File: src/rtl/i2s_tx.sv
// I2S transmitter: one-entry stereo holding buffer feeding a standard I2S
// serializer (MSB first, one delay bit after each word-select change).
module i2s_tx #(
  parameter int unsigned DATA_W    = 16,
  parameter int unsigned SLOT_W    = 32,
  parameter int unsigned SCLK_HALF = 18
) (
  input  logic              clk,
  input  logic              rst,
  input  logic [DATA_W-1:0] s_left,
  input  logic [DATA_W-1:0] s_right,
  input  logic              s_valid,
  output logic              s_ready,
  output logic              i2s_sclk,
  output logic              i2s_lrck,
  output logic              i2s_sdata,
  output logic              frame_start,
  output logic              underrun
);

  localparam int unsigned FrameBits = 2 * SLOT_W;
  localparam int unsigned DivW      = $clog2(SCLK_HALF);
  localparam int unsigned BitW      = $clog2(FrameBits);

  logic [DivW-1:0]   div_cnt_q;
  logic [BitW-1:0]   bit_cnt_q;
  logic              buf_full_q;
  logic [DATA_W-1:0] buf_left_q, buf_right_q;
  logic [DATA_W-1:0] frame_left_q, frame_right_q;
  logic              sclk_q, lrck_q, sdata_q, frame_start_q, underrun_q;

  logic [BitW-1:0]   bit_nxt;
  logic              lrck_nxt, sdata_nxt;
  logic [DATA_W-1:0] word, shifted;
  int unsigned       k;

  assign s_ready     = ~buf_full_q & ~rst;
  assign i2s_sclk    = sclk_q;
  assign i2s_lrck    = lrck_q;
  assign i2s_sdata   = sdata_q;
  assign frame_start = frame_start_q;
  assign underrun    = underrun_q;

  // Frame position and serial bit for the SCLK period that starts at the next falling edge.
  always_comb begin
    bit_nxt   = (bit_cnt_q == BitW'(FrameBits - 1)) ? '0 : bit_cnt_q + 1'b1;
    k         = 32'(bit_nxt);
    lrck_nxt  = (k >= SLOT_W);
    word      = lrck_nxt ? frame_right_q : frame_left_q;
    if (k >= SLOT_W) k = k - SLOT_W;
    shifted   = '0;
    sdata_nxt = 1'b0;
    // Slot position 0 is the I2S delay bit; frame regs only change at position 0.
    if (k >= 1 && k <= DATA_W) begin
      shifted   = word >> (DATA_W - k);
      sdata_nxt = shifted[0];
    end
  end

  // Buffer handshake, SCLK divider, frame sequencing and registered I2S outputs.
  always_ff @(posedge clk) begin
    if (rst) begin
      div_cnt_q     <= '0;
      bit_cnt_q     <= BitW'(FrameBits - 1);
      buf_full_q    <= 1'b0;
      buf_left_q    <= '0;
      buf_right_q   <= '0;
      frame_left_q  <= '0;
      frame_right_q <= '0;
      sclk_q        <= 1'b0;
      lrck_q        <= 1'b0;
      sdata_q       <= 1'b0;
      frame_start_q <= 1'b0;
      underrun_q    <= 1'b0;
    end else begin
      frame_start_q <= 1'b0;
      underrun_q    <= 1'b0;
      if (s_valid && s_ready) begin
        buf_left_q  <= s_left;
        buf_right_q <= s_right;
        buf_full_q  <= 1'b1;
      end
      if (div_cnt_q == DivW'(SCLK_HALF - 1)) begin
        div_cnt_q <= '0;
        sclk_q    <= ~sclk_q;
        if (sclk_q) begin
          bit_cnt_q <= bit_nxt;
          lrck_q    <= lrck_nxt;
          sdata_q   <= sdata_nxt;
          if (bit_nxt == '0) begin
            frame_start_q <= 1'b1;
            // A write cannot coincide with a full buffer, so clearing here is safe.
            if (buf_full_q) begin
              frame_left_q  <= buf_left_q;
              frame_right_q <= buf_right_q;
              buf_full_q    <= 1'b0;
            end else begin
              frame_left_q  <= '0;
              frame_right_q <= '0;
              underrun_q    <= 1'b1;
            end
          end
        end
      end else begin
        div_cnt_q <= div_cnt_q + 1'b1;
      end
    end
  end

endmodule

File: config.mk
export PLATFORM = sky130hd
export DESIGN_NAME = i2s_tx
export DESIGN_NICKNAME = d
export VERILOG_FILES = /design/src/rtl/i2s_tx.sv
export SDC_FILE = /design/constraint.sdc
export NUM_CORES = 1
export LEC_CHECK = 0
export CAP_MARGIN = 20
export CORE_MARGIN = 1.5
export CORE_UTILIZATION = 50
export DETAILED_ROUTE_END_ITERATION = 16
export GPL_TIMING_DRIVEN = 0
export PLACE_DENSITY = 0.7
export SYNTH_ARGS = -nofsm -noshare
export SYNTH_HDL_FRONTEND = slang
export SYNTH_SLANG_ARGS = --single-unit
export TNS_END_PERCENT = 5
File: constraint.sdc
create_clock -name clk -period 6 [get_ports clk]
set_clock_uncertainty 0.1 [all_clocks]
set_input_delay 1.2 -clock clk [delete_from_list [all_inputs] [get_ports clk]]
set_output_delay 1.2 -clock clk [all_outputs]
set_load 0.02 [all_outputs]
==> metrics.txt, run 1 <==
area share of the largest cell type after synthesis=42.12%; Vias=3362; Ys Warns=0; Syn-to-layout area delta=18.72%; Hold/Removal Path Class=register to register; root buf cell=clkbuf_8; Unique masters post-synth=about 60; Synth Instances=464; kind of critical path=register to register; largest family of logic cells by synthesized area=simple AND/OR/NAND/NOR gates; synthesized area=around 3800 sq um; Tcrit/Tclk final=around 63%; Via density=between 5 and 6; status=finished, final reports clean; Slew Viols, Final=0; share of post-route cells with drive strength above 1=8.365%; maximum clock frequency=approximately 260 MHz; # resized after CTS=0; Routed WL=9245 um; Worst Path Max Fanout=7; Worst slew margin=57.51%; Post-Place Setup Slack=2.250 ns; global-route wire length before repair=15370 um; PwrDens=218.6 nW/um^2; pin count of the biggest net entering global routing=15; register bit total from synthesis=slightly above 80; # port buffers=39; Tmin final=3.793 ns; final hold violation count=0; CP Launch Point=bit_cnt_q[1]$_SDFFE_PP1P_; CTS buffer count=9; num ports=41; Hold EP=frame_left_q[12]$_SDFFE_PP0P_; Die ar.=8236 sq um; area share of fa/ha/maj cells after synthesis=4.225%; Worst-Skew Late Latency=0.35 ns; # DRC=0; CP endpoint kind=register; maximum VDD drop=roughly 0.15 mV; layout net count=570; Synth async-reset ratio=0%; maximum clock path buffer count=2; routability congestion estimate=0.9153; DP HPWL=6936 um; Leak Pwr=0.001642 uW; Die Y=90.75 um; Post-DRT Antenna Nets=0; R2R Setup Slk=2.21 ns; Die Wd=about 90 um; WHS Path Cells=2; Hold Crit Start=frame_left_q[12]$_SDFFE_PP0P_; CTS tree=built; Final Setup Violations=0; Synth Area in Simple Gates=between 20% and 30%; hold_buf cts=0; DR pass1 iterations=4; Placement Rows=31; Initial DRC Count=217; RR Endpoint=i2s_sdata$_SDFFE_PP0P_; R2R depth=15; ANT cells=0; Worst-Margin Slew=around 0.64 ns; vias in the first global route=approximately 3100; Starting Density=between 50 and 60%; register area share after synthesis=between 40% and 50%; crit path DAT=~3.9 ns; clock-pin slew on the worst setup and hold paths=0.08 ns; CP required=6.15 ns; number of enable flip-flop cells after synthesis=0; final setup TNS=0 ns; RSZ-0062 raised after global routing=false; Avg WL per Cell=14.79 um; final worst setup slack=about 2.2 ns; # Post-CTS Setup Buffers=0; multiplexer area fraction after synthesis=approximately 2.8%; core region area=7370 sq um; clock sink total=81; Critical Path Start Type=register; GRT Total Usage=23.68%; Reg-to-Reg Start=bit_cnt_q[1]$_SDFFE_PP1P_; GRT Residual Overflow=0; initial antenna violation count=0; Synth Flop Type=dfxtp_1; mean area per synthesized cell=about 8.3 sq um; Synth area leaders=dfxtp_1 42%, nand2_1 6.9%, nand3_1 5.5%, nand2b_1 5.4%, o21ai_0 4.9%; top cell type by total area after synthesis=dfxtp_1; Compound-Gate Fraction of Synth Area=17.29%; FILL cells=677; reported max-cap violation count=0; Post-Synth XOR/XNOR Area=2.047%; H-tree depth=3
cell type report:
| cell class | instances | area, sq um | area share [%] |
|---|---|---|---|
| multi-input combinational | 348 | 2069 | 45.28 |
| clock inverter | 5 | 38.79 | 0.8486 |
| tap | 99 | 123.9 | 2.710 |
| buffer | 37 | 166.4 | 3.641 |
| clock buffer | 10 | 137.6 | 3.011 |
| timing repair buffer | 39 | 390.4 | 8.541 |
| inverter | 6 | 22.52 | 0.4927 |
| sequential | 81 | 1622 | 35.48 |
sequential cells by signal (all words and copies together) (netlist names):
| register | count |
|---|---|
| bit_cnt_q | 6 |
| buf_full_q | 1 |
| buf_left_q | 16 |
| buf_right_q | 16 |
| div_cnt_q | 5 |
| frame_left_q | 16 |
| frame_right_q | 16 |
| frame_start | 1 |
| i2s_lrck | 1 |
| i2s_sclk | 1 |
| i2s_sdata | 1 |
| underrun | 1 |
cells in the mapped netlist (all sizes together) (2+ instances only):
cell and n:
and3 7, xor2 5, buf 14, inv 5, xnor2 4, a211oi 5, clkbuf 23, mux4 2
dfxtp 81, mux2 2, o311ai 3, nor3 3, ha 13, nor4b 2, and2 3, o21ai 39
nand2b 33, a211o 3, nand3 44, a31oi 4, a21o 2, nor2 28, a21oi 37, or3b 2
a311o 3, nand2 71, nand4 4, mux2i 4
through the flow:
stage | instance area, sq um | utilization, % | instances | total power [uW] | hold slack [ns]
after floorplan | 3880 | - | 472 | 610.3 | 0.3266
after global placement | 4394 | 59.63 | 610 | 645.6 | 0.3379
after detailed placement | 4394 | 59.63 | 610 | 648.2 | 0.3426
after CTS | 4571 | 62.02 | 625 | 1009 | 0.3542
after global routing | 4571 | 62.02 | 625 | 1045 | 0.3749
final | 4571 | 62.02 | 625 | 998.9 | 0.3533
how the worst max path moves through the flow:
stage	to	slack [ns]
6_report	i2s_sdata$_SDFFE_PP0P_	2.21
5_1_grt	i2s_sdata$_SDFFE_PP0P_	1.95
4_1_cts	i2s_sdata$_SDFFE_PP0P_	2.23
3_5_place_dp	i2s_sdata$_SDFFE_PP0P_	2.25
3_3_place_gp	i2s_sdata$_SDFFE_PP0P_	2.25
2_1_floorplan	i2s_sdata$_SDFFE_PP0P_	2.79
cells in the final DEF (no fill, tap or decap), drive strengths merged, types with 2 or more instances in the layout:
cell            n
a211o           3
a211oi          5
a21o            2
a21oi          37
a311o           3
a31oi           4
and2            3
and3            7
buf            14
clkbuf         33
clkdlybuf4s50  39
clkinv          3
conb            9
dfxtp          81
ha             13
inv             7
mux2            2
mux2i           4
mux4            2
nand2          71
nand2b         33
nand3          44
nand4           4
nor2           28
nor3            3
nor4b           2
o21ai          39
o311ai          3
or3b            2
xnor2           4
xor2            5
routing by layer:
layer	track usage (%)	vias up	part of all wire, %
met1	30.74	1558	46
met5	0	-	0
met3	5.219	15	4.3
met4	8.730	0	1.8
li1	-	1718	-
met2	38.35	71	48
cell families (layout without fill, tap and decap cells):
group / Yosys count / in the layout
AOI/OAI and AO/OA: 107 / 107
xor gates and xnor gates: 9 / 9
adders and majority gates: 13 / 13
buffers and inverters: 43 / 97
DFF: 81 / 81
muxes: 8 / 8
other: 1 / 9
and+or+nand+nor: 202 / 202
power breakdown:
group / internal (uW) / switching (uW)
logic: 36.0 / 35.0
registers: 554 / 10.3
clock network: 162 / 201
critical path: stages, from the launching register on:
cell      delay (ns)
dfxtp_1         0.46
ha_1            0.19
buf_4           0.16
nand3_2         0.15
nor2_2          0.31
a31oi_1         0.11
nor2_1          0.30
nor2_1          0.08
ha_1            0.28
nor4b_2         0.19
nand4_1         0.11
or4_1           0.39
nor4b_1         0.23
o21ai_0         0.13
o22a_1          0.20
a311oi_1        0.29
(Power assumes the default switching activity.)
==> run 2, diff against run 1 <==
--- a/config.mk
+++ b/config.mk
@@ -10,7 +10,7 @@
 export CORE_UTILIZATION = 50
 export DETAILED_ROUTE_END_ITERATION = 16
 export GPL_TIMING_DRIVEN = 0
-export PLACE_DENSITY = 0.7
+export PLACE_DENSITY = 0.73
 export SYNTH_ARGS = -nofsm -noshare
 export SYNTH_HDL_FRONTEND = slang
 export SYNTH_SLANG_ARGS = --single-unit
==> constraint.sdc (replaced) <==
create_clock -name clk -period 3.35 [get_ports clk]
set_clock_uncertainty 0.1 [all_clocks]
set_input_delay 0.67 -clock clk [delete_from_list [all_inputs] [get_ports clk]]
set_output_delay 0.67 -clock clk [all_outputs]
set_load 0.02 [all_outputs]
==> run 2 against run 1 <==
Design area up 6.6%. Register-to-register slack lost 2.1 ns. Sequential cell count stayed put. Critical path type unchanged. Highest routed layer unchanged. Via count up 3.2%. Count of clock-buffer cells in the layout is the same. Sequential share of layout area fell by 2.0 points. Clock power is 130% higher. Core utilization grew 4.1 points. First-iteration DRC count grew 16%. Largest power group unchanged. Cell count increased by 1.4%. Fmax increased by 18%.
==> metrics.txt, run 2 (synthesis gave the netlist of run 1 again) <==
initial antenna violation count=0 (unchanged); internal power=1508 uW (+100%); CP endpoint kind=register; slowest CP cell=or4_4; final hold violation count=0 (unchanged); root buf cell=clkbuf_8; switching share of power=23.76% (-0.92 points); DP HPWL=6760 um (-2.5%); Avg WL per Cell=15.14 um (+2.3%); WHS Path Cells=2 (unchanged); Initial DRC Count=252 (+16%); placed standard-cell area=4394 sq um (unchanged); Slew Viols, Final=0 (unchanged); # DRC=0 (unchanged); power share of the combinational group=6.5% (-0.6 points); clock sink total=81 (unchanged); Syn-to-layout area delta=26.55%; DR pass1 iterations=4 (unchanged); Tot Pwr=1978 uW (+98%); most common cell after layout, fill and taps aside=dfxtp_1; Clk pwr share=42.5% (+6.1 points); layout net count=578 (+1.4%); fin util=66.11% (+4.1 points); most frequent cells in the layout=77 x dfxtp_1, 71 x nand2_1, 42 x nand3_1, 39 x clkdlybuf4s50_1, 37 x o21ai_0; Worst Path Max Fanout=10 (+3); Leak Pwr=0.001750 uW (+6.6%); Critical Path Start Type=register; Post-Place Setup Slack=-0.4138 ns (-2.664 ns); global-route wire length before repair=16010 um (+4.1%); Hold Crit Start=frame_left_q[1]$_SDFFE_PP0P_; Final Setup Violations=0 (unchanged); PwrDens=405.9 nW/um^2 (+86%); reported max-cap violation count=0 (unchanged); status=finished, final reports clean; routability congestion estimate=0.9219 (+0.72%); Routed WL=9597 um (+3.8%); clock-pin slew on the worst setup and hold paths=0.09 ns (about the same); crit path DAT=3.38 ns (-0.56 ns); CTS tree=built; maximum clock frequency=310.6 MHz (+18%); Die Y=90.75 um (unchanged); final worst setup slack=0.1299 ns (-2.077 ns); Worst-Skew Late Latency=0.36 ns (about the same); Hold EP=frame_left_q[1]$_SDFFE_PP0P_; Die Wd=90.75 um (unchanged); CTS buffer count=9 (unchanged); H-tree depth=3 (unchanged); post-route design area=4872 sq um (+6.6%); Starting Density=52.24% (unchanged); RR Endpoint=i2s_sdata$_SDFFE_PP0P_; CP required=3.51 ns (-2.64 ns); vias in the first global route=3329 (+6.1%); # port buffers=39 (unchanged); Worst path most repeated cell=nor4b_4; share of post-route cells with drive strength above 1=13.46% (+5.1 points); maximum clock path buffer count=2 (unchanged); GRT Total Usage=24.31% (+0.63 points); Tmin final=3.220 ns (-0.5732 ns); Worst-Margin Slew=0.5954 ns (-0.04203 ns); Tcrit/Tclk final=96.12% (+33 points); R2R depth=14 (-1); Reg-to-Reg Start=bit_cnt_q[2]$_SDFFE_PP1P_; Placement Rows=31 (unchanged); Post-DRT Antenna Nets=0 (unchanged); pin count of the biggest net entering global routing=16 (+1); dpl cells=610 (unchanged); Worst slew margin=60.31% (+2.8 points); sequential share of power=51.1% (-5.4 points); RSZ-0062 raised after global routing=true; kind of critical path=register to register; non-filler instance count after layout=634 (+1.4%); Via density=5.470 (+1.7%); num ports=41 (unchanged); Die ar.=8236 sq um (unchanged); core region area=7370 sq um (unchanged); largest stage delay on the critical path=0.44 ns (-0.02 ns); ANT cells=0 (unchanged); net switching power=469.8 uW (+91%); Vias=3468 (+3.2%); critical-path cell list=buf_8 -> nand3_1 -> xor2_2 -> a31oi_4 -> nor2_4 -> nor2_1 -> ha_1 -> nor4b_4 -> nand4_1 -> or4_4 -> nor4b_4 -> o21ai_1 -> o22a_1 -> a311oi_2; GRT Residual Overflow=0 (unchanged); CP Launch Point=bit_cnt_q[2]$_SDFFE_PP1P_; maximum VDD drop=0.2878 mV (+87%); R2R Setup Slk=0.13 ns (-2.08 ns); Hold/Removal Path Class=register to register
[run 2: worst max path at each step]
stage          slack, ns  cells past startpoint                      to
2_1_floorplan       0.14                     14  i2s_sdata$_SDFFE_PP0P_
3_3_place_gp       -0.34                     15  i2s_sdata$_SDFFE_PP0P_
3_5_place_dp       -0.41                     15  i2s_sdata$_SDFFE_PP0P_
4_1_cts             0.01                     14  i2s_sdata$_SDFFE_PP0P_
5_1_grt            -0.01                     14  i2s_sdata$_SDFFE_PP0P_
6_report            0.13                     14  i2s_sdata$_SDFFE_PP0P_
[run 2: what timing repair did]
item                                   in CTS  in global routing
gates cloned                                0                  0
hold buffers                                0                  0
pin swaps                                   5                  7
gates resized for setup                    19                 20
setup buffers                               6                  3
setup endpoints to repair                   1                  1
endpoints found under the hold margin       0                  0
[run 2: power by group through the flow]
stage	registers, uW	clock network, uW	logic (uW)
floorplan	1030	0	65.6
global placement	1030	0	124
detailed placement	1030	0	127
CTS	1010	849	127
global route	1010	892	144
finish	1010	840	128
[run 2: layout make-up]
| type | count | area [sq um] |
|---|---|---|
| plain buffers | 36 | 190.2 |
| clock buffers | 10 | 137.6 |
| clock inverters | 6 | 96.34 |
| fillers | 614 | 2497 |
| inverters | 6 | 22.52 |
| multi-input cells | 348 | 2212 |
| flip-flops and latches | 81 | 1632 |
| well taps | 99 | 123.9 |
| repair buffers | 48 | 457.9 |
[run 2: through the flow]
stage	setup TNS (ns)	hold WS, ns
after detailed placement	-0.4138	0.3396
after CTS	0	0.3518
final	0	0.3515
after floorplan	0	0.3266
after global routing	-0.009640	0.3812
after global placement	-0.3440	0.3375
[run 2: critical path: cells and delay by family, from the launching register on]
kind	cells	cell delay, ns
simple gates	7	1.33
compound gates	4	0.66
flops	1	0.39
fa+ha+maj	1	0.28
xor+xnor	1	0.24
buf+inv	1	0.15
[run 2: metal layers]
layer,global-route usage (%),vias up,wire length (um)
met5,0,-,0
met4,8.333,0,210
met3,4.798,18,443
met2,39.16,104,4506
met1,32.34,1611,4436
li1,-,1735,-
==> run 3, diff against run 2 <==
--- a/config.mk
+++ b/config.mk
@@ -6,7 +6,6 @@
 export NUM_CORES = 1
 export LEC_CHECK = 0
 export CAP_MARGIN = 20
-export CORE_MARGIN = 1.5
 export CORE_UTILIZATION = 50
 export DETAILED_ROUTE_END_ITERATION = 16
 export GPL_TIMING_DRIVEN = 0
==> run 3 against run 2 <==
Highest routed layer unchanged. Combinational power is essentially flat. Core utilization grew 0.21 points. Clock power shrank 2.9%. Sequential share of layout area grew 0.069 points. Fmax grew 0.36%. Critical path type unchanged. Worst setup slack gained 0.012 ns. Sequential cell count is the same. Global-route usage grew 0.20 points.
==> metrics.txt, run 3 (synthesis gave the netlist of run 1 again) <==
layout net count=579 (+0.17%); placed standard-cell area=4394 sq um (unchanged); Starting Density=52.52% (+0.28 points); most common cell after layout, fill and taps aside=dfxtp_1; Hold/Removal Path Class=register to register; status=finished, final reports clean; Placement Rows=31 (unchanged); Die Wd=89.75 um (-1.1%); share of post-route cells with drive strength above 1=13.43% (-0.025 points); # port buffers=39 (unchanged); CTS tree=built; post-route design area=4862 sq um (-0.21%); final hold violation count=0 (unchanged); Leak Pwr=0.001745 uW (-0.26%); most frequent cells in the layout=77 x dfxtp_1, 71 x nand2_1, 42 x nand3_1, 39 x clkdlybuf4s50_1, 37 x o21ai_0; DP HPWL=6662 um (-1.4%); CTS buffer count=9 (unchanged); hold_buf cts=0 (unchanged); dpl cells=610 (unchanged); fin util=66.33% (+0.21 points); maximum VDD drop=0.3222 mV (+12%); maximum clock frequency=311.7 MHz (+0.36%); Final Setup Violations=0 (unchanged); CP endpoint kind=register; Die Y=89.75 um (-1.1%); GRT Total Usage=24.50% (+0.20 points); PwrDens=401.7 nW/um^2 (-1.0%); vias in the first global route=3281 (-1.4%); non-filler instance count after layout=635 (+0.16%); clock sink total=81 (unchanged); Syn-to-layout area delta=26.29%; maximum clock path buffer count=2 (unchanged); CP required=3.53 ns (+0.02 ns); root buf cell=clkbuf_8; DR pass1 iterations=4 (unchanged); Worst Path Max Fanout=5 (-5); kind of critical path=register to register; Worst slew margin=60.68% (+0.37 points); H-tree depth=3 (unchanged); Critical Path Start Type=register; clock-pin slew on the worst setup and hold paths=0.08 ns (about the same); routability congestion estimate=0.8885 (-3.6%); num ports=41 (unchanged); core region area=7331 sq um (-0.53%); Routed WL=9541 um (-0.58%); # DRC=0 (unchanged); Via density=5.398 (-1.3%); Tcrit/Tclk final=95.77% (-0.35 points); Worst-Skew Late Latency=0.37 ns (about the same); Initial DRC Count=143 (-43%); Post-DRT Antenna Nets=0 (unchanged); GRT Residual Overflow=0 (unchanged); reported max-cap violation count=0 (unchanged); Worst-Margin Slew=0.5898 ns (-0.005553 ns); Avg WL per Cell=15.03 um (-0.74%); pin count of the biggest net entering global routing=15 (-1); Vias=3428 (-1.2%); global-route wire length before repair=15640 um (-2.3%); Die ar.=8055 sq um (-2.2%); initial antenna violation count=0 (unchanged); crit path DAT=3.38 ns (about the same); ANT cells=0 (unchanged); Tmin final=3.208 ns (-0.01165 ns); Slew Viols, Final=0 (unchanged)
[run 3: stage by stage]
stage / total power (uW) / setup TNS [ns] / hold WS (ns) / setup WS, ns
3_3_place_gp: 1156 / -0.3441 / 0.3368 / -0.3441
4_1_cts: 1962 / 0 / 0.3542 / 0.01209
3_5_place_dp: 1159 / -0.3891 / 0.3444 / -0.3891
2_1_floorplan: 1093 / 0 / 0.3266 / 0.1400
5_1_grt: 2029 / -0.03876 / 0.3822 / -0.03876
6_report: 1953 / 0 / 0.3554 / 0.1416
[run 3: final cells by class]
type                    instances  area (sq um)
plain buffers                  36         190.2
clock buffers                  10         137.6
clock inverters                 6         90.09
fillers                       598          2469
inverters                       6         22.52
multi-input cells             348          2201
flip-flops and latches         81          1632
well taps                      99         123.9
repair buffers                 49         465.4
[run 3: metal layers]
layer | part of all wire (%) | track usage [%] | vias up
li1 | - | - | 1736
met1 | 46 | 31.52 | 1589
met2 | 46 | 39.04 | 76
met3 | 4.0 | 5.415 | 27
met4 | 3.1 | 11.61 | 0
met5 | 0 | 0 | -
[run 3: final timing paths]
check        slack, ns  depth (start not counted)                             to                     startpoint
max               0.14                         15         i2s_sdata$_SDFFE_PP0P_      bit_cnt_q[0]$_SDFFE_PP1P_
min               0.36                          2  frame_right_q[3]$_SDFFE_PP0P_  frame_right_q[3]$_SDFFE_PP0P_
max reg2reg       0.14                         15         i2s_sdata$_SDFFE_PP0P_      bit_cnt_q[0]$_SDFFE_PP1P_
min reg2reg       0.36                          2  frame_right_q[3]$_SDFFE_PP0P_  frame_right_q[3]$_SDFFE_PP0P_
[run 3: critical path: stages, from the launching register on]
cell and delay (ns):
dfxtp_2 0.37, ha_4 0.14, buf_6 0.12, nand3_4 0.12
nor2_4 0.22, a31oi_4 0.07, nor2_4 0.14, nor2_1 0.06
ha_1 0.21, nor4b_4 0.25, nand4_1 0.12, or4_4 0.43
nor4b_2 0.27, o21ai_1 0.11, o22a_1 0.20, a311oi_2 0.20
[run 3: power by group]
group	total (uW)	internal [uW]	switching, uW
Clock	816	442	374
Combinational	127	65.2	61.6
Sequential	1010	991	18.9
[run 3: repair_timing]
action	CTS	global route
setup endpoints to repair	1	1
buffers inserted	4	6
gates resized for setup	14	23
pin swaps	3	9
